File: src/rtl/hazard_pkg.sv
// Shared hazard-control definitions: FPU opcodes, sequencer state encoding and
// the pipeline stall/flush control bundle.
package hazard_pkg;

  localparam int unsigned REG_IDX_W = 5;
  localparam int unsigned FPU_OP_W  = 5;
  localparam int unsigned WD_W      = 8;

  localparam logic [FPU_OP_W-1:0] FPU_FDIV  = 5'd3;
  localparam logic [FPU_OP_W-1:0] FPU_FSQRT = 5'd4;

  typedef enum logic {
    IDLE = 1'b0,
    BUSY = 1'b1
  } fpu_state_e;

  typedef struct packed {
    logic stall_f;
    logic stall_d;
    logic stall_e;
    logic flush_d;
    logic flush_e;
    logic flush_m;
  } pipe_ctl_t;

  // Opcodes that run on the multi-cycle FPU datapath.
  function automatic logic is_multi_op(input logic [FPU_OP_W-1:0] op);
    return (op == FPU_FDIV) || (op == FPU_FSQRT);
  endfunction

endpackage

File: src/rtl/hazard_sched_unit_if.sv
// Pipeline-to-hazard-unit bundle: ID/EX hazard sources, FPU handshake and
// the stall/flush controls returned to the pipeline registers.
interface hazard_sched_unit_if #(
  parameter int unsigned CNT_W = 32
);
  import hazard_pkg::*;

  logic [REG_IDX_W-1:0] RS1_D, RS2_D;
  logic                 UseRs1D, UseRs2D;
  logic [REG_IDX_W-1:0] FP_RS1_D, FP_RS2_D;
  logic                 UseFRs1D, UseFRs2D;
  logic [REG_IDX_W-1:0] RD_E;
  logic                 RegWriteE;
  logic                 ResultSrcE;
  logic [REG_IDX_W-1:0] FP_RD_E;
  logic                 FPLoadE;
  logic                 isFPUE;
  logic [FPU_OP_W-1:0]  FPUControlE;
  logic                 PCSrcE;
  logic                 fpu_done;

  logic                 StallF, StallD, StallE;
  logic                 FlushD, FlushE, FlushM;
  logic                 fpu_start;
  logic                 fpu_busy;
  logic                 fpu_timeout;
  logic [CNT_W-1:0]     stall_cnt;

  // Pipeline / FPU side.
  modport master (
    output RS1_D, RS2_D, UseRs1D, UseRs2D,
    output FP_RS1_D, FP_RS2_D, UseFRs1D, UseFRs2D,
    output RD_E, RegWriteE, ResultSrcE, FP_RD_E, FPLoadE,
    output isFPUE, FPUControlE, PCSrcE, fpu_done,
    input  StallF, StallD, StallE, FlushD, FlushE, FlushM,
    input  fpu_start, fpu_busy, fpu_timeout, stall_cnt
  );

  // Hazard unit side.
  modport slave (
    input  RS1_D, RS2_D, UseRs1D, UseRs2D,
    input  FP_RS1_D, FP_RS2_D, UseFRs1D, UseFRs2D,
    input  RD_E, RegWriteE, ResultSrcE, FP_RD_E, FPLoadE,
    input  isFPUE, FPUControlE, PCSrcE, fpu_done,
    output StallF, StallD, StallE, FlushD, FlushE, FlushM,
    output fpu_start, fpu_busy, fpu_timeout, stall_cnt
  );

endinterface

File: src/rtl/fpu_seq_fsm.sv
// Multi-cycle FPU sequencer: launches FDIV/FSQRT, holds the front of the pipe
// until done or watchdog expiry, and records a sticky timeout.
module fpu_seq_fsm
  import hazard_pkg::*;
#(
  parameter int unsigned MAX_FPU_CYCLES = 64
) (
  input  logic clk,
  input  logic rst,
  input  logic start_req,
  input  logic fpu_done,
  output logic fpu_start,
  output logic fpu_busy,
  output logic hold_c,
  output logic fpu_timeout
);

  localparam logic [WD_W-1:0] WD_LAST = WD_W'(MAX_FPU_CYCLES - 1);

  fpu_state_e      state_q, state_nx;
  logic [WD_W-1:0] cnt_q, cnt_nx;
  logic            timeout_q, timeout_nx;

  always_ff @(posedge clk) begin
    if (rst) begin
      state_q   <= IDLE;
      cnt_q     <= '0;
      timeout_q <= 1'b0;
    end else begin
      state_q   <= state_nx;
      cnt_q     <= cnt_nx;
      timeout_q <= timeout_nx;
    end
  end

  // Release on done or on the last watchdog cycle; otherwise keep holding.
  always_comb begin
    state_nx   = state_q;
    cnt_nx     = cnt_q;
    timeout_nx = timeout_q;
    fpu_start  = 1'b0;
    fpu_busy   = 1'b0;
    hold_c     = 1'b0;
    unique case (state_q)
      IDLE: begin
        if (start_req) begin
          fpu_start = 1'b1;
          hold_c    = 1'b1;
          state_nx  = BUSY;
          cnt_nx    = '0;
        end
      end
      BUSY: begin
        fpu_busy = 1'b1;
        if (fpu_done) begin
          state_nx = IDLE;
        end else if (cnt_q == WD_LAST) begin
          state_nx   = IDLE;
          timeout_nx = 1'b1;
        end else begin
          hold_c = 1'b1;
          cnt_nx = cnt_q + WD_W'(1);
        end
      end
      default: state_nx = IDLE;
    endcase
  end

  assign fpu_timeout = timeout_q;

endmodule

File: src/rtl/hazard_sched_unit.sv
// Pipeline hazard controller: load-use stalls, branch flushes, multi-cycle FPU
// sequencing and a stall-cycle performance counter.
module hazard_sched_unit
  import hazard_pkg::*;
#(
  parameter int unsigned MAX_FPU_CYCLES = 64,
  parameter int unsigned CNT_W          = 32
) (
  input logic                clk,
  input logic                rst,
  hazard_sched_unit_if.slave bus
);

  logic             multi_e;
  logic             lu_i;
  logic             lu_f;
  logic             hold_c;
  logic             fpu_start;
  logic             fpu_busy;
  logic             fpu_timeout;
  pipe_ctl_t        ctl;
  logic [CNT_W-1:0] stall_cnt_q;

  assign multi_e = bus.isFPUE && is_multi_op(bus.FPUControlE);

  assign lu_i = bus.ResultSrcE && bus.RegWriteE && (bus.RD_E != '0) &&
                ((bus.UseRs1D && (bus.RD_E == bus.RS1_D)) ||
                 (bus.UseRs2D && (bus.RD_E == bus.RS2_D)));

  // f0 is a real FP register, so no zero-index exclusion here.
  assign lu_f = bus.FPLoadE &&
                ((bus.UseFRs1D && (bus.FP_RD_E == bus.FP_RS1_D)) ||
                 (bus.UseFRs2D && (bus.FP_RD_E == bus.FP_RS2_D)));

  fpu_seq_fsm #(
    .MAX_FPU_CYCLES(MAX_FPU_CYCLES)
  ) u_fpu_seq (
    .clk        (clk),
    .rst        (rst),
    .start_req  (multi_e && !bus.PCSrcE),
    .fpu_done   (bus.fpu_done),
    .fpu_start  (fpu_start),
    .fpu_busy   (fpu_busy),
    .hold_c     (hold_c),
    .fpu_timeout(fpu_timeout)
  );

  // FPU hold wins; while busy, branch and load-use requests are ignored.
  always_comb begin
    ctl = '0;
    if (hold_c) begin
      ctl.stall_f = 1'b1;
      ctl.stall_d = 1'b1;
      ctl.stall_e = 1'b1;
      ctl.flush_m = 1'b1;
    end else if (!fpu_busy) begin
      if (bus.PCSrcE) begin
        ctl.flush_d = 1'b1;
        ctl.flush_e = 1'b1;
      end else if (lu_i || lu_f) begin
        ctl.stall_f = 1'b1;
        ctl.stall_d = 1'b1;
        ctl.flush_e = 1'b1;
      end
    end
  end

  always_ff @(posedge clk) begin
    if (rst) begin
      stall_cnt_q <= '0;
    end else if (ctl.stall_f) begin
      stall_cnt_q <= stall_cnt_q + CNT_W'(1);
    end
  end

  assign bus.StallF      = ctl.stall_f;
  assign bus.StallD      = ctl.stall_d;
  assign bus.StallE      = ctl.stall_e;
  assign bus.FlushD      = ctl.flush_d;
  assign bus.FlushE      = ctl.flush_e;
  assign bus.FlushM      = ctl.flush_m;
  assign bus.fpu_start   = fpu_start;
  assign bus.fpu_busy    = fpu_busy;
  assign bus.fpu_timeout = fpu_timeout;
  assign bus.stall_cnt   = stall_cnt_q;

endmodule

File: src/flat_wrapper.sv
// flat-port wrapper written by rule: the top's interface ports become plain ports
module hazard_sched_unit_flat import hazard_pkg::*;
#(
  parameter int unsigned MAX_FPU_CYCLES = 64,
  parameter int unsigned CNT_W          = 32
)
  (clk, rst, bus_RS1_D, bus_RS2_D, bus_UseRs1D, bus_UseRs2D, bus_FP_RS1_D, bus_FP_RS2_D, bus_UseFRs1D, bus_UseFRs2D, bus_RD_E, bus_RegWriteE, bus_ResultSrcE, bus_FP_RD_E, bus_FPLoadE, bus_isFPUE, bus_FPUControlE, bus_PCSrcE, bus_fpu_done, bus_StallF, bus_StallD, bus_StallE, bus_FlushD, bus_FlushE, bus_FlushM, bus_fpu_start, bus_fpu_busy, bus_fpu_timeout, bus_stall_cnt);
  hazard_sched_unit_if #(.CNT_W(CNT_W)) bus_i ();
  input logic clk;
  input logic rst;
  input wire logic [$bits(bus_i.RS1_D)-1:0] bus_RS1_D;
  input wire logic [$bits(bus_i.RS2_D)-1:0] bus_RS2_D;
  input wire logic [$bits(bus_i.UseRs1D)-1:0] bus_UseRs1D;
  input wire logic [$bits(bus_i.UseRs2D)-1:0] bus_UseRs2D;
  input wire logic [$bits(bus_i.FP_RS1_D)-1:0] bus_FP_RS1_D;
  input wire logic [$bits(bus_i.FP_RS2_D)-1:0] bus_FP_RS2_D;
  input wire logic [$bits(bus_i.UseFRs1D)-1:0] bus_UseFRs1D;
  input wire logic [$bits(bus_i.UseFRs2D)-1:0] bus_UseFRs2D;
  input wire logic [$bits(bus_i.RD_E)-1:0] bus_RD_E;
  input wire logic [$bits(bus_i.RegWriteE)-1:0] bus_RegWriteE;
  input wire logic [$bits(bus_i.ResultSrcE)-1:0] bus_ResultSrcE;
  input wire logic [$bits(bus_i.FP_RD_E)-1:0] bus_FP_RD_E;
  input wire logic [$bits(bus_i.FPLoadE)-1:0] bus_FPLoadE;
  input wire logic [$bits(bus_i.isFPUE)-1:0] bus_isFPUE;
  input wire logic [$bits(bus_i.FPUControlE)-1:0] bus_FPUControlE;
  input wire logic [$bits(bus_i.PCSrcE)-1:0] bus_PCSrcE;
  input wire logic [$bits(bus_i.fpu_done)-1:0] bus_fpu_done;
  output wire logic [$bits(bus_i.StallF)-1:0] bus_StallF;
  output wire logic [$bits(bus_i.StallD)-1:0] bus_StallD;
  output wire logic [$bits(bus_i.StallE)-1:0] bus_StallE;
  output wire logic [$bits(bus_i.FlushD)-1:0] bus_FlushD;
  output wire logic [$bits(bus_i.FlushE)-1:0] bus_FlushE;
  output wire logic [$bits(bus_i.FlushM)-1:0] bus_FlushM;
  output wire logic [$bits(bus_i.fpu_start)-1:0] bus_fpu_start;
  output wire logic [$bits(bus_i.fpu_busy)-1:0] bus_fpu_busy;
  output wire logic [$bits(bus_i.fpu_timeout)-1:0] bus_fpu_timeout;
  output wire logic [$bits(bus_i.stall_cnt)-1:0] bus_stall_cnt;
  assign bus_i.RS1_D = bus_RS1_D;
  assign bus_i.RS2_D = bus_RS2_D;
  assign bus_i.UseRs1D = bus_UseRs1D;
  assign bus_i.UseRs2D = bus_UseRs2D;
  assign bus_i.FP_RS1_D = bus_FP_RS1_D;
  assign bus_i.FP_RS2_D = bus_FP_RS2_D;
  assign bus_i.UseFRs1D = bus_UseFRs1D;
  assign bus_i.UseFRs2D = bus_UseFRs2D;
  assign bus_i.RD_E = bus_RD_E;
  assign bus_i.RegWriteE = bus_RegWriteE;
  assign bus_i.ResultSrcE = bus_ResultSrcE;
  assign bus_i.FP_RD_E = bus_FP_RD_E;
  assign bus_i.FPLoadE = bus_FPLoadE;
  assign bus_i.isFPUE = bus_isFPUE;
  assign bus_i.FPUControlE = bus_FPUControlE;
  assign bus_i.PCSrcE = bus_PCSrcE;
  assign bus_i.fpu_done = bus_fpu_done;
  assign bus_StallF = bus_i.StallF;
  assign bus_StallD = bus_i.StallD;
  assign bus_StallE = bus_i.StallE;
  assign bus_FlushD = bus_i.FlushD;
  assign bus_FlushE = bus_i.FlushE;
  assign bus_FlushM = bus_i.FlushM;
  assign bus_fpu_start = bus_i.fpu_start;
  assign bus_fpu_busy = bus_i.fpu_busy;
  assign bus_fpu_timeout = bus_i.fpu_timeout;
  assign bus_stall_cnt = bus_i.stall_cnt;
  hazard_sched_unit #(.MAX_FPU_CYCLES(MAX_FPU_CYCLES), .CNT_W(CNT_W)) u_core (.clk(clk), .rst(rst), .bus(bus_i));
endmodule
File: config.mk
export PLATFORM = sky130hd
export DESIGN_NAME = hazard_sched_unit_flat
export DESIGN_NICKNAME = d
export VERILOG_FILES = /design/src/rtl/hazard_pkg.sv /design/src/rtl/hazard_sched_unit_if.sv /design/src/rtl/fpu_seq_fsm.sv /design/src/rtl/hazard_sched_unit.sv /design/src/flat_wrapper.sv
export SDC_FILE = /design/constraint.sdc
export NUM_CORES = 1
export LEC_CHECK = 0
export CORE_ASPECT_RATIO = 1.4
export CORE_MARGIN = 2
export CORE_UTILIZATION = 53
export CTS_BUF_LIST = sky130_fd_sc_hd__clkbuf_8
export DETAILED_ROUTE_END_ITERATION = 8
export PLACE_DENSITY = 0.95
export SLEW_MARGIN = 5
export SYNTH_ARGS = -nofsm -noshare
export SYNTH_HDL_FRONTEND = slang
export SYNTH_HIERARCHICAL = 1
export SYNTH_SLANG_ARGS = --single-unit
File: constraint.sdc
create_clock -name clk -period 3.3 [get_ports clk]
set_input_delay 0.495 -clock clk [delete_from_list [all_inputs] [get_ports clk]]
set_output_delay 0.495 -clock clk [all_outputs]
set_load 0.01 [all_outputs]
---- Word level (Yosys, flattened, before mapping) ----
Index checks and enable logic that the tools add are counted.
cells by class
  add/subtract/negate cells ............... 2
  eq/ne operators ......................... 10
  mux-type cells .......................... 20
  bitwise gates (word level) .............. 2
  reductions and logical operators ........ 18
operators by type and width
  operator                                                         number
  32-bit by 1-bit adder with 32-bit output, second input constant  1
  8-bit 2-to-1 mux                                                 3
  5-bit == test                                                    4
  8-bit case mux with 2 select lines                               1
  2-bit 2-to-1 mux                                                 6
  1-bit logical AND                                                10
  1-bit 2-to-1 mux                                                 9
  8-bit by 1-bit adder with 8-bit output, second input constant    1
  8-bit by 6-bit == test with 1-bit output, second input constant  1
  2-bit inequality test, second input constant                     3
  3-bit AND reduction                                              2
  5-bit by 2-bit == test with 1-bit output, second input constant  1
  5-bit by 3-bit == test with 1-bit output, second input constant  1
  5-bit nonzero test                                               1
  1-bit logical OR                                                 4
  1-bit NOT                                                        2
  1-bit case mux with 2 select lines                               1
  1-bit logical NOT                                                1
word-level totals
  register bits after elaboration ......... 42
  input bits .............................. 47
  output and inout bits ................... 41
  logic and storage cells ................. 56

---- Depth between registers and ports, before layout ----
Gate-level depths: netlist (run 1).
  word-level depth ........................ 9
  depth in mapped cells ................... 10
  depth with buffers taken out ............ 9

---- Hierarchy ----
The synthesis (run 1) kept the hierarchy.
modules (own cells, without submodules)
  module             times used  cells each  area each (um^2)
  hazard_sched_unit  1           271         2434.8
  fpu_seq_fsm        1           57          549.3

---- Least setup slack after synthesis (run 1) ----
No wires, ideal clock.
  kind .................................... flip-flop to output port
  start ................................... register u_core.u_fpu_seq.cnt_q[0]
  end ..................................... output port bus_StallF
  arrival time ............................ 1.967 ns
  path slack .............................. 0.838 ns
  cell stages (with the launch flop) ...... 9
  path buffers ............................ 2
  cells stage by stage .................... dfxtp_1 -> ha_1 -> nand4bb_4 -> o21ai_4 -> nand2_2 -> a31oi_2 -> buf_4 -> nand2_1 -> buf_4
on the way
  longest elaborated chain between the ends .. 5
ends and longest elaborated chain
  what                                      RTL line                 RTL
  start: declaration                        fpu_seq_fsm.sv:21        logic [WD_W-1:0] cnt_q, cnt_nx;
  start signal: assignment                  fpu_seq_fsm.sv:31        cnt_q <= cnt_nx;
  8-bit by 6-bit == test with 1-bit output  fpu_seq_fsm.sv:57        end else if (cnt_q == WD_LAST) begin
  1-bit 2-to-1 mux                          fpu_seq_fsm.sv:57
  1-bit 2-to-1 mux                          fpu_seq_fsm.sv:55        if (fpu_done) begin
  1-bit case mux with 2 select lines        fpu_seq_fsm.sv:44        unique case (state_q)
  2-bit 2-to-1 mux                          hazard_sched_unit.sv:51  if (hold_c) begin
  end: declaration                          flat_wrapper.sv:28       output wire logic [$bits(bus_i.StallF)-1:0] bus_StallF;
No other way between the ends.

---- Final worst setup path (run 1) ----
  start ................................... input port bus_RD_E[0]
  end ..................................... output port bus_FlushE
on the way
  longest elaborated chain between the ends .. 9
ends and longest elaborated chain
  what                                  RTL line                                          RTL
  start: declaration                    flat_wrapper.sv:19                                input wire logic [$bits(bus_i.RD_E)-1:0] bus_RD_E;
  5-bit == test (on tied branches)      hazard_sched_unit.sv:27, hazard_sched_unit.sv:28
  1-bit logical AND (on tied branches)  hazard_sched_unit.sv:27, hazard_sched_unit.sv:28
  1-bit logical OR                      hazard_sched_unit.sv:27                           ((bus.UseRs1D && (bus.RD_E == bus.RS1_D)) ||
  1-bit logical AND *                   hazard_sched_unit.sv:26                           assign lu_i = bus.ResultSrcE && bus.RegWriteE && (bus.RD_E != '0) &&
  1-bit logical OR *                    hazard_sched_unit.sv:60                           end else if (lu_i || lu_f) begin
  1-bit 2-to-1 mux *                    hazard_sched_unit.sv:60
  1-bit 2-to-1 mux *                    hazard_sched_unit.sv:57                           if (bus.PCSrcE) begin
  2-bit 2-to-1 mux *                    hazard_sched_unit.sv:56                           end else if (!fpu_busy) begin
  2-bit 2-to-1 mux *                    hazard_sched_unit.sv:51
  end: declaration                      flat_wrapper.sv:32                                output wire logic [$bits(bus_i.FlushE)-1:0] bus_FlushE;
Every way passes the cells marked *; elsewhere a longest branch is shown, timed or not.

==> results of run 1 <==
-- registers in the layout, indices dropped and copies added (netlist names) --
| name | cells |
|---|---|
| u_core/u_fpu_seq/fpu_timeout | 1 |
| u_core/u_fpu_seq/cnt_q | 8 |
| u_core/u_fpu_seq/state_q | 1 |
| u_core/bus.stall_cnt | 32 |
-- tightest hold or removal path, cell delays in order, from the launching register on --
cell and delay [ns]:
dfxtp_1 0.34, a21oi_1 0.04, nor2_1 0.07
-- timing repair --
action / 4_1_cts / 5_1_grt
hold endpoints to repair: 0 / 0
gates resized for setup: 0 / 1
setup endpoints to repair: 0 / 5
-- cell families after synthesis --
group / count (synthesis)
xor gates and xnor gates: 20
muxes: 31
adders and majority gates: 2
buffers and inverters: 24
AOI/OAI and AO/OA: 55
and+or+nand+nor: 154
DFF: 42
-- path summary, 6_finish.rpt --
path / endpoint / from / slack (ns)
setup reg to reg: u_core/bus.stall_cnt[5]$_SDFFE_PP0P_ / u_core/u_fpu_seq/cnt_q[0]$_SDFFE_PP0P_ / 0.75
hold reg to reg: u_core/u_fpu_seq/fpu_timeout$_SDFFE_PP0P_ / u_core/u_fpu_seq/fpu_timeout$_SDFFE_PP0P_ / 0.49
hold / removal: u_core/u_fpu_seq/fpu_timeout$_SDFFE_PP0P_ / u_core/u_fpu_seq/fpu_timeout$_SDFFE_PP0P_ / 0.49
setup / recovery: bus_FlushE / bus_RD_E[0] / 0.22
-- per-layer routing --
layer  vias up  part of all wire, %  track usage [%]
met1      1324                   39             27.1
li1       1318                    -                -
met5         -                    0                0
met2        61                   56             44.7
met4         0                  1.7             9.01
met3        13                  3.2             4.37
-- layout make-up --
type                       count  area, um2  area share [%]
tap                           68       85.1            2.13
multi-input combinational    262       1990            49.9
clock inverter                 2       60.1            1.51
sequential                    42        841            21.1
timing repair buffer          92        903            22.7
clock buffer                   6       82.6            2.07
inverter                       7       26.3           0.659
-- per-stage QoR --
stage          cell area [um2]  total power [uW]
2_1_floorplan             2980               584
3_3_place_gp              3840               657
3_5_place_dp              3840               662
4_1_cts                   3980              1160
5_1_grt                   3990              1190
6_report                  3990              1150
-- layout by cell type, fill, tap and decap left out, types with 6 or more instances in the layout --
master	instances
a21oi_2	25
nand3_1	13
a21boi_0	6
nand4_1	17
dfxtp_1	42
xnor2_1	20
clkbuf_8	6
nand2_1	18
mux2_4	25
inv_1	7
nor2b_1	30
nor2_1	39
clkdlybuf4s50_1	86
a21oi_1	7
nor3_1	6
-- where the power goes --
part           switching, uW  internal (uW)  leakage, uW
Combinational           61.1           82.6     0.000941
Clock                    180            323    0.0000714
Sequential              1.13            507     0.000338
Total                    242            912      0.00135
==> results.sh, run 1 <==
export IMPL_worst_hold_path_num_cells=2
export IMPL_arrival_ns=2.59
export IMPL_ant_nets=0
export IMPL_slew_violations=0
export IMPL_num_rows=32
export IMPL_synth_fa_ha_area_share_pct=0.839
export IMPL_yosys_area_top_type_share_pct=28.2
export IMPL_worst_path_max_delay_cell="clkdlybuf4s50_1"
export IMPL_synthSimpleGateAreaFrac_pct=29.1
export IMPL_clk_pin_slew_ns=0.08
export IMPL_synthArstFlopShare_pct=0
export IMPL_worst_slew_margin_rel_pct=25.0
export IMPL_path_delay_family="buffers and inverters"
export IMPL_worst_slack_ns=0.217
export IMPL_setup_viol=0
export IMPL_crit_fanout=3
export IMPL_critPathMaxStageDelay_ns=0.49
export IMPL_synth_largest_area_cell="dfxtp_1"
export IMPL_clock_path_buffers=2
export IMPL_antenna_found_initial=0
export IMPL_whs_ns=0.487
export IMPL_cp_num_cells=6
export IMPL_hold_violations=0
export IMPL_yosysSeqAreaShare_pct=28.2
export IMPL_cts_sinks=42
export IMPL_synth_mux_area_share_pct=14.8
export IMPL_end_kind="output pin"
export IMPL_diodes=0
export IMPL_wl_per_cell_um=15.9
export IMPL_max_cap_violations=0
export IMPL_outcome="complete, no violations"
export IMPL_post_cts_buffers=0
export IMPL_crit_chain="clkdlybuf4s50_1, or3_1, o311a_4, a221oi_1, nor3_1, clkdlybuf4s50_1"
export IMPL_fp_dieH_um=92.8
export IMPL_yosysWarnings=6
export IMPL_wl_um=7610
export IMPL_drc=0
export IMPL_synth_edf_count=0
export IMPL_p_per_area_nw_per_um2=290
export IMPL_num_vias=2716
export IMPL_synth_top_flop_cell="dfxtp_1"
export IMPL_grt_pass1_vias=2664
export IMPL_critPathKind="primary input to output pin"
export IMPL_holdBufCountCts=0
export IMPL_dp_slack_ns=0.158
export IMPL_via_per_inst=5.67
export IMPL_total_leakage_power_uw=0.00135
export IMPL_drive_gt1_share_pct=21.4
export IMPL_vdd_drop_max_v=0.000169
export IMPL_cts_made_buffers=5
export IMPL_cts_tree="yes"
export IMPL_num_io_pins=88
export IMPL_drtIter0Drc=128
export IMPL_placedCellCount=471
export IMPL_fin_nets=459
export IMPL_first_pass_iters=4
export IMPL_r2r_cells=8
export IMPL_syn_inst=328
export IMPL_fill_cells=406
export IMPL_initial_core_util_pct=54.4
export IMPL_worst_pin_slew_ns=1.12
export IMPL_core_area_um2=5490
export IMPL_synth_seq_cells=42
export IMPL_cp_buffers_inverters=2
export IMPL_synth_most_common_cell="dfxtp_1"
export IMPL_finalCritPeriodShare_pct=93.4
export IMPL_rsz0062_at_grt="no"
export IMPL_cp_start_kind="primary input"
export IMPL_synth_xor_area_share_pct=5.87
export IMPL_area_delta_synth_final_pct=33.6
export IMPL_die_area_um2=6250
export IMPL_grt_max_degree=70
export IMPL_ys_types=57
export IMPL_cts_max_level=2
export IMPL_portBuffers=87
export IMPL_dp_hpwl_um=5460
export IMPL_synth_fp_nets=377
export IMPL_cp_common_cell="clkdlybuf4s50_1"
export IMPL_synth_area_leaders="dfxtp_1, mux2_4, a21oi_2"
export IMPL_grt_use_total_pct=24.4
export IMPL_grt_overflow_total=0
export IMPL_synthesis_area_um2=2980
export IMPL_min_period_ns=3.08
export IMPL_setup_tns_final_ns=0
export IMPL_cts_root_buffer="clkbuf_8"
export IMPL_synth_top_family_by_area="simple AND/OR/NAND/NOR gates"
export IMPL_gp_congestion=0.882
export IMPL_hp_class="flop to flop"
export IMPL_synth_commonest_cells="dfxtp_1, nor2_1, nor2b_1"
export IMPL_synth_compound_area_share_pct=15.6
export IMPL_grt_pass1_wl_um=12000
export IMPL_fmax_ghz=0.324
export IMPL_die_w_um=67.4
export IMPL_clk_latency_ns=0.29
export IMPL_stdcell_count=479
export IMPL_cp_required_ns=2.80
export IMPL_syn_area_per_cell_um2=9.10
export IMPL_fin_util_pct=72.7
export IMPL_skew_ns=0.00847
No activity file was read; power rests on OpenSTA's default activity.
==> run 2, diff against run 1 <==
--- a/config.mk
+++ b/config.mk
@@ -6,7 +6,7 @@
 export NUM_CORES = 1
 export LEC_CHECK = 0
 export CORE_ASPECT_RATIO = 1.4
-export CORE_MARGIN = 2
+export CORE_MARGIN = 10
 export CORE_UTILIZATION = 53
 export CTS_BUF_LIST = sky130_fd_sc_hd__clkbuf_8
 export DETAILED_ROUTE_END_ITERATION = 8
==> constraint.sdc (replaced) <==
create_clock -name clk -period 3.3 [get_ports clk]
set_input_delay 0.495 -clock clk [delete_from_list [all_inputs] [get_ports clk]]
set_output_delay 0.495 -clock clk [all_outputs]
set_load 0.1 [all_outputs]
==> run 2 against run 1 <==
Non-clock buffer count grew 2. Die area grew 45%. Core utilization grew 1.2 points. Clock power shrank 1%. Count of clock-buffer cells in the layout shrank 1. Power grew 2.5%. Critical endpoint is now bus_StallD. Largest power group unchanged. Highest routed layer unchanged.
==> results.sh, run 2 (synthesis gave the netlist of run 1 again) <==
export IMPL_outcome="complete, no violations"
export IMPL_dp_hpwl_um=6420
export IMPL_post_cts_buffers=0
export IMPL_internal_power_uw=899
export IMPL_worst_path_max_delay_cell="clkdlybuf4s50_1"
export IMPL_num_rows=32
export IMPL_initial_core_util_pct=54.4
export IMPL_final_seq_area_um2=845
export IMPL_cts_tree="yes"
export IMPL_antenna_found_initial=0
export IMPL_core_area_um2=5490
export IMPL_clk_pin_slew_ns=0.08
export IMPL_area_delta_synth_final_pct=35.9
export IMPL_fmax_ghz=0.336
export IMPL_hp_class="flop to flop"
export IMPL_fin_nets=462
export IMPL_ant_nets=0
export IMPL_crit_chain="clkdlybuf4s50_1, xnor2_1, nand4_1, o22ai_1, a31oi_4, nand2_2, buf_12"
export IMPL_hold_violations=0
export IMPL_total_leakage_power_uw=0.00143
export IMPL_vdd_drop_max_v=0.000203
export IMPL_cp_start_kind="primary input"
export IMPL_pwr_share_seq_pct=42.9
export IMPL_max_cap_violations=0
export IMPL_num_io_pins=88
export IMPL_p_clk_share_pct=42.0
export IMPL_die_area_um2=9070
export IMPL_netSwitchingPower_uw=285
export IMPL_worst_slack_ns=0.321
export IMPL_min_period_ns=2.98
export IMPL_critPathMaxStageDelay_ns=0.51
export IMPL_end_kind="output pin"
export IMPL_gp_congestion=0.809
export IMPL_finalCritPeriodShare_pct=90.3
export IMPL_cts_made_buffers=5
export IMPL_rsz0062_at_grt="no"
export IMPL_grt_max_degree=32
export IMPL_grt_use_total_pct=17.9
export IMPL_wl_um=8750
export IMPL_final_cell_mix="clkdlybuf4s50_1, dfxtp_1, nor2_1"
export IMPL_num_vias=2765
export IMPL_cp_buffers_inverters=2
export IMPL_via_per_inst=5.74
export IMPL_swShare_pct=24.1
export IMPL_cts_root_buffer="clkbuf_8"
export IMPL_ctsResizeCount=0
export IMPL_multi_input_area_um2=2010
export IMPL_drive_gt1_share_pct=28.3
export IMPL_layout_commonest_cell="clkdlybuf4s50_1"
export IMPL_critPathKind="primary input to output pin"
export IMPL_setup_tns_final_ns=0
export IMPL_stdcell_count=482
export IMPL_cts_sinks=42
export IMPL_wl_per_cell_um=18.1
export IMPL_largest_register_ffs=32
export IMPL_crit_fanout=11
export IMPL_grt_pass1_wl_um=13800
export IMPL_dp_slack_ns=0.232
export IMPL_worst_pin_slew_ns=0.979
export IMPL_grt_overflow_total=0
export IMPL_diodes=0
export IMPL_drtIter0Drc=267
export IMPL_combPwrFrac_pct=15.1
export IMPL_die_w_um=83.4
export IMPL_clock_path_buffers=2
export IMPL_placedCellCount=473
export IMPL_p_per_area_nw_per_um2=292
export IMPL_setup_viol=0
export IMPL_cp_required_ns=2.80
export IMPL_fp_dieH_um=109
export IMPL_skew_ns=0.0108
export IMPL_clk_latency_ns=0.31
export IMPL_portBuffers=87
export IMPL_first_pass_iters=4
export IMPL_worst_slew_margin_rel_pct=34.5
export IMPL_holdBufCountCts=0
export IMPL_fill_cells=390
export IMPL_arrival_ns=2.48
export IMPL_slew_violations=0
export IMPL_grt_pass1_vias=2798
export IMPL_path_delay_family="compound AO/OA/AOI/OAI gates"
export IMPL_drc=0
export IMPL_cts_max_level=2
-- run 2: changes by cell type in the layout (fill, tap and decap cells not counted), sizes merged --
cell / before / now
a31oi: 2 / 3
clkbuf: 6 / 5
clkinv: 0 / 1
buf: 6 / 31
clkdlybuf4s50: 86 / 63
-- run 2: final timing paths --
check / start / slack [ns] / cells past startpoint / to
worst max-delay path: bus_FP_RD_E[1] / 0.32 / 7 / bus_StallD
worst min-delay path: u_core/u_fpu_seq/fpu_timeout$_SDFFE_PP0P_ / 0.51 / 2 / u_core/u_fpu_seq/fpu_timeout$_SDFFE_PP0P_
worst max register to register: u_core/u_fpu_seq/cnt_q[0]$_SDFFE_PP0P_ / 0.66 / 8 / u_core/bus.stall_cnt[12]$_SDFFE_PP0P_
worst min register to register: u_core/u_fpu_seq/fpu_timeout$_SDFFE_PP0P_ / 0.51 / 2 / u_core/u_fpu_seq/fpu_timeout$_SDFFE_PP0P_
-- run 2: through the flow --
step                utilization, %  cell area (um2)  hold WS [ns]  power, uW
floorplan                        -             3010         0.465        608
global placement              71.2             3910         0.452        689
global route                  73.9             4060         0.548       1220
CTS                           73.7             4040         0.519       1190
finish                        73.9             4060         0.506       1180
detailed placement            71.2             3910         0.496        695
-- run 2: power groups by stage --
stage	registers, uW	clock network [uW]	logic, uW
2_1_floorplan	523	0	85.0
3_3_place_gp	519	0	170
3_5_place_dp	519	0	176
4_1_cts	507	503	177
5_1_grt	508	520	189
6_report	507	497	179
-- run 2: worst reg2reg max path, cell delays in order (launching register included) --
cell,delay [ns]
dfxtp_1,0.39
ha_1,0.29
nand4bb_4,0.16
o21ai_4,0.34
nand2_4,0.12
a31oi_4,0.43
buf_4,0.37
a21boi_0,0.16
mux2_2,0.29
-- run 2: layer usage --
| layer | vias up | wire [um] | part of all wire (%) | track usage [%] |
|---|---|---|---|---|
| li1 | 1334 | - | - | - |
| met1 | 1305 | 3160 | 36 | 18.0 |
| met2 | 99 | 4850 | 55 | 34.5 |
| met3 | 27 | 401 | 4.6 | 3.36 |
| met4 | 0 | 339 | 3.9 | 8.87 |
| met5 | - | 0 | 0 | 0 |
-- run 2: area by class of cell --
| cell class | count | area share, % |
|---|---|---|
| clock buffer | 5 | 1.70 |
| clock inverter | 3 | 1.70 |
| inverter | 7 | 0.648 |
| multi-input combinational | 263 | 49.6 |
| sequential | 42 | 20.8 |
| tap | 68 | 2.10 |
| timing repair buffer | 94 | 23.4 |
==> run 3, diff against run 2 <==
--- a/config.mk
+++ b/config.mk
@@ -6,7 +6,6 @@
 export NUM_CORES = 1
 export LEC_CHECK = 0
 export CORE_ASPECT_RATIO = 1.4
-export CORE_MARGIN = 10
 export CORE_UTILIZATION = 53
 export CTS_BUF_LIST = sky130_fd_sc_hd__clkbuf_8
 export DETAILED_ROUTE_END_ITERATION = 8
==> run 3 against run 2 <==
Maximum frequency fell by 5.2%. Setup slack got worse by 0.16 ns. Core utilization fell by 0.78 points. Critical path type is now flop to output pin. Clock power fell by 38%. Largest power group unchanged. Via count fell by 1.2%.
==> results.sh, run 3 (synthesis gave the netlist of run 1 again) <==
export IMPL_first_pass_iters=4
export IMPL_core_area_um2=5490
export IMPL_drive_gt1_share_pct=24.7
export IMPL_worst_slew_margin_rel_pct=34.0
export IMPL_critPathMaxStageDelay_ns=0.65
export IMPL_ant_nets=0
export IMPL_max_cap_violations=0
export IMPL_grt_pass1_wl_um=12500
export IMPL_r2r_end="u_core/bus.stall_cnt[24]$_SDFFE_PP0P_"
export IMPL_p_per_area_nw_per_um2=248
export IMPL_cp_start_kind="flop"
export IMPL_arrival_ns=2.65
export IMPL_rrSetupSlack_ns=0.45
export IMPL_post_cts_buffers=0
export IMPL_fmax_ghz=0.318
export IMPL_cts_root_buffer="clkbuf_8"
export IMPL_crit_chain="ha_1, nand4bb_4, o21ai_4, nand2_4, a31oi_4, nand2_2, buf_12"
export IMPL_finalCritPeriodShare_pct=95.2
export IMPL_cts_tree="yes"
export IMPL_worst_pin_slew_ns=0.986
export IMPL_num_rows=32
export IMPL_setup_viol=0
export IMPL_grt_overflow_total=0
export IMPL_worst_hold_path_num_cells=2
export IMPL_gp_congestion=0.815
export IMPL_hold_violations=0
export IMPL_largest_register_ffs=32
export IMPL_cts_max_level=2
export IMPL_grt_max_degree=43
export IMPL_clk_pin_slew_ns=0.08
export IMPL_final_cell_mix="clkdlybuf4s50_1, dfxtp_1, nor2_1"
export IMPL_initial_core_util_pct=54.4
export IMPL_ctsResizeCount=0
export IMPL_setup_tns_final_ns=0
export IMPL_cts_made_buffers=5
export IMPL_skew_ns=0.00577
export IMPL_cp_required_ns=2.80
export IMPL_worst_path_max_delay_cell="a31oi_4"
export IMPL_end_kind="output pin"
export IMPL_via_per_inst=5.68
export IMPL_num_io_pins=88
export IMPL_rsz0062_at_grt="no"
export IMPL_path_delay_family="compound AO/OA/AOI/OAI gates"
export IMPL_drc=0
export IMPL_dp_hpwl_um=5850
export IMPL_r2r_start="u_core/u_fpu_seq/cnt_q[0]$_SDFFE_PP0P_"
export IMPL_dp_slack_ns=0.261
export IMPL_outcome="complete, no violations"
export IMPL_layout_commonest_cell="clkdlybuf4s50_1"
export IMPL_antenna_found_initial=0
export IMPL_stdcell_count=481
export IMPL_wl_um=7640
export IMPL_cp_buffers_inverters=1
export IMPL_vdd_drop_max_v=0.000231
export IMPL_area_delta_synth_final_pct=34.5
export IMPL_holdBufCountCts=0
export IMPL_r2r_cells=8
export IMPL_fin_nets=461
export IMPL_hold_end="u_core/u_fpu_seq/fpu_timeout$_SDFFE_PP0P_"
export IMPL_grt_use_total_pct=26.6
export IMPL_clk_latency_ns=0.29
export IMPL_diodes=0
export IMPL_critPathLaunch="u_core/u_fpu_seq/cnt_q[0]$_SDFFE_PP0P_"
export IMPL_total_leakage_power_uw=0.00139
export IMPL_num_vias=2733
export IMPL_hp_class="flop to flop"
export IMPL_worst_slack_ns=0.159
export IMPL_placedCellCount=473
export IMPL_slew_violations=0
export IMPL_die_area_um2=5940
export IMPL_drtIter0Drc=126
export IMPL_crit_fanout=21
export IMPL_hp_start="u_core/u_fpu_seq/fpu_timeout$_SDFFE_PP0P_"
export IMPL_cts_sinks=42
export IMPL_grt_pass1_vias=2722
export IMPL_die_w_um=65.4
export IMPL_clock_path_buffers=2
export IMPL_portBuffers=87
export IMPL_wl_per_cell_um=15.9
export IMPL_min_period_ns=3.14
export IMPL_fill_cells=389
export IMPL_fp_dieH_um=90.8
export IMPL_critPathKind="flop to output pin"
==> run 3: changes by cell type in the layout (fill, tap and decap cells not counted), sizes merged <==
cell / previous run / this run
buf: 31 / 20
clkdlybuf4s50: 63 / 74
inv: 7 / 10
bufinv: 2 / 0
a31oi: 3 / 2
clkinv: 1 / 0
==> run 3: stage by stage <==
step	util (%)	instance area, um2	hold slack, ns	power, uW
6_report	73.2	4010	0.506	994
5_1_grt	73.2	4010	0.537	1040
4_1_cts	73.2	4010	0.514	1000
3_5_place_dp	71.7	3930	0.496	695
3_3_place_gp	71.7	3930	0.457	689
2_1_floorplan	-	3010	0.465	608
==> run 3: routing by layer <==
metal	wire (um)	GRT usage [%]	up-vias	part of all wire, %
li1	-	-	1328	-
met1	2890	28.8	1308	38
met2	4290	50.3	81	56
met3	284	4.29	16	3.7
met4	178	8.51	0	2.3
met5	0	0	-	0
==> run 3: cell type report <==
type	count	area [um2]	area share [%]
Clock inverter	3	11.3	0.281
Timing Repair Buffer	94	976	24.3
Tap cell	68	85.1	2.12
Sequential cell	42	845	21.0
Clock buffer	5	68.8	1.71
Inverter	7	26.3	0.655
Multi-Input combinational cell	262	2000	49.9
==> run 3: worst register-to-register path, cell delays in order (launching register included) <==
cell and delay [ns]:
dfxtp_1 0.39, ha_1 0.29, nand4bb_4 0.15, o21ai_4 0.34
nand2_4 0.10, a31oi_4 0.66, buf_4 0.39, a21boi_0 0.15
mux2_2 0.28
==> run 3: where the power goes <==
part | switching (uW) | internal, uW
clock network | 168 | 141
logic | 87.8 | 89.2
registers | 1.16 | 506
total | 257 | 737
==> run 3: how the worst max path moves through the flow <==
stage	to	depth (start not counted)
finish	bus_StallD	7
global route	bus_StallD	7
CTS	bus_StallD	7
detailed placement	bus_StallD	9
global placement	bus_StallD	9
floorplan	bus_StallF	9
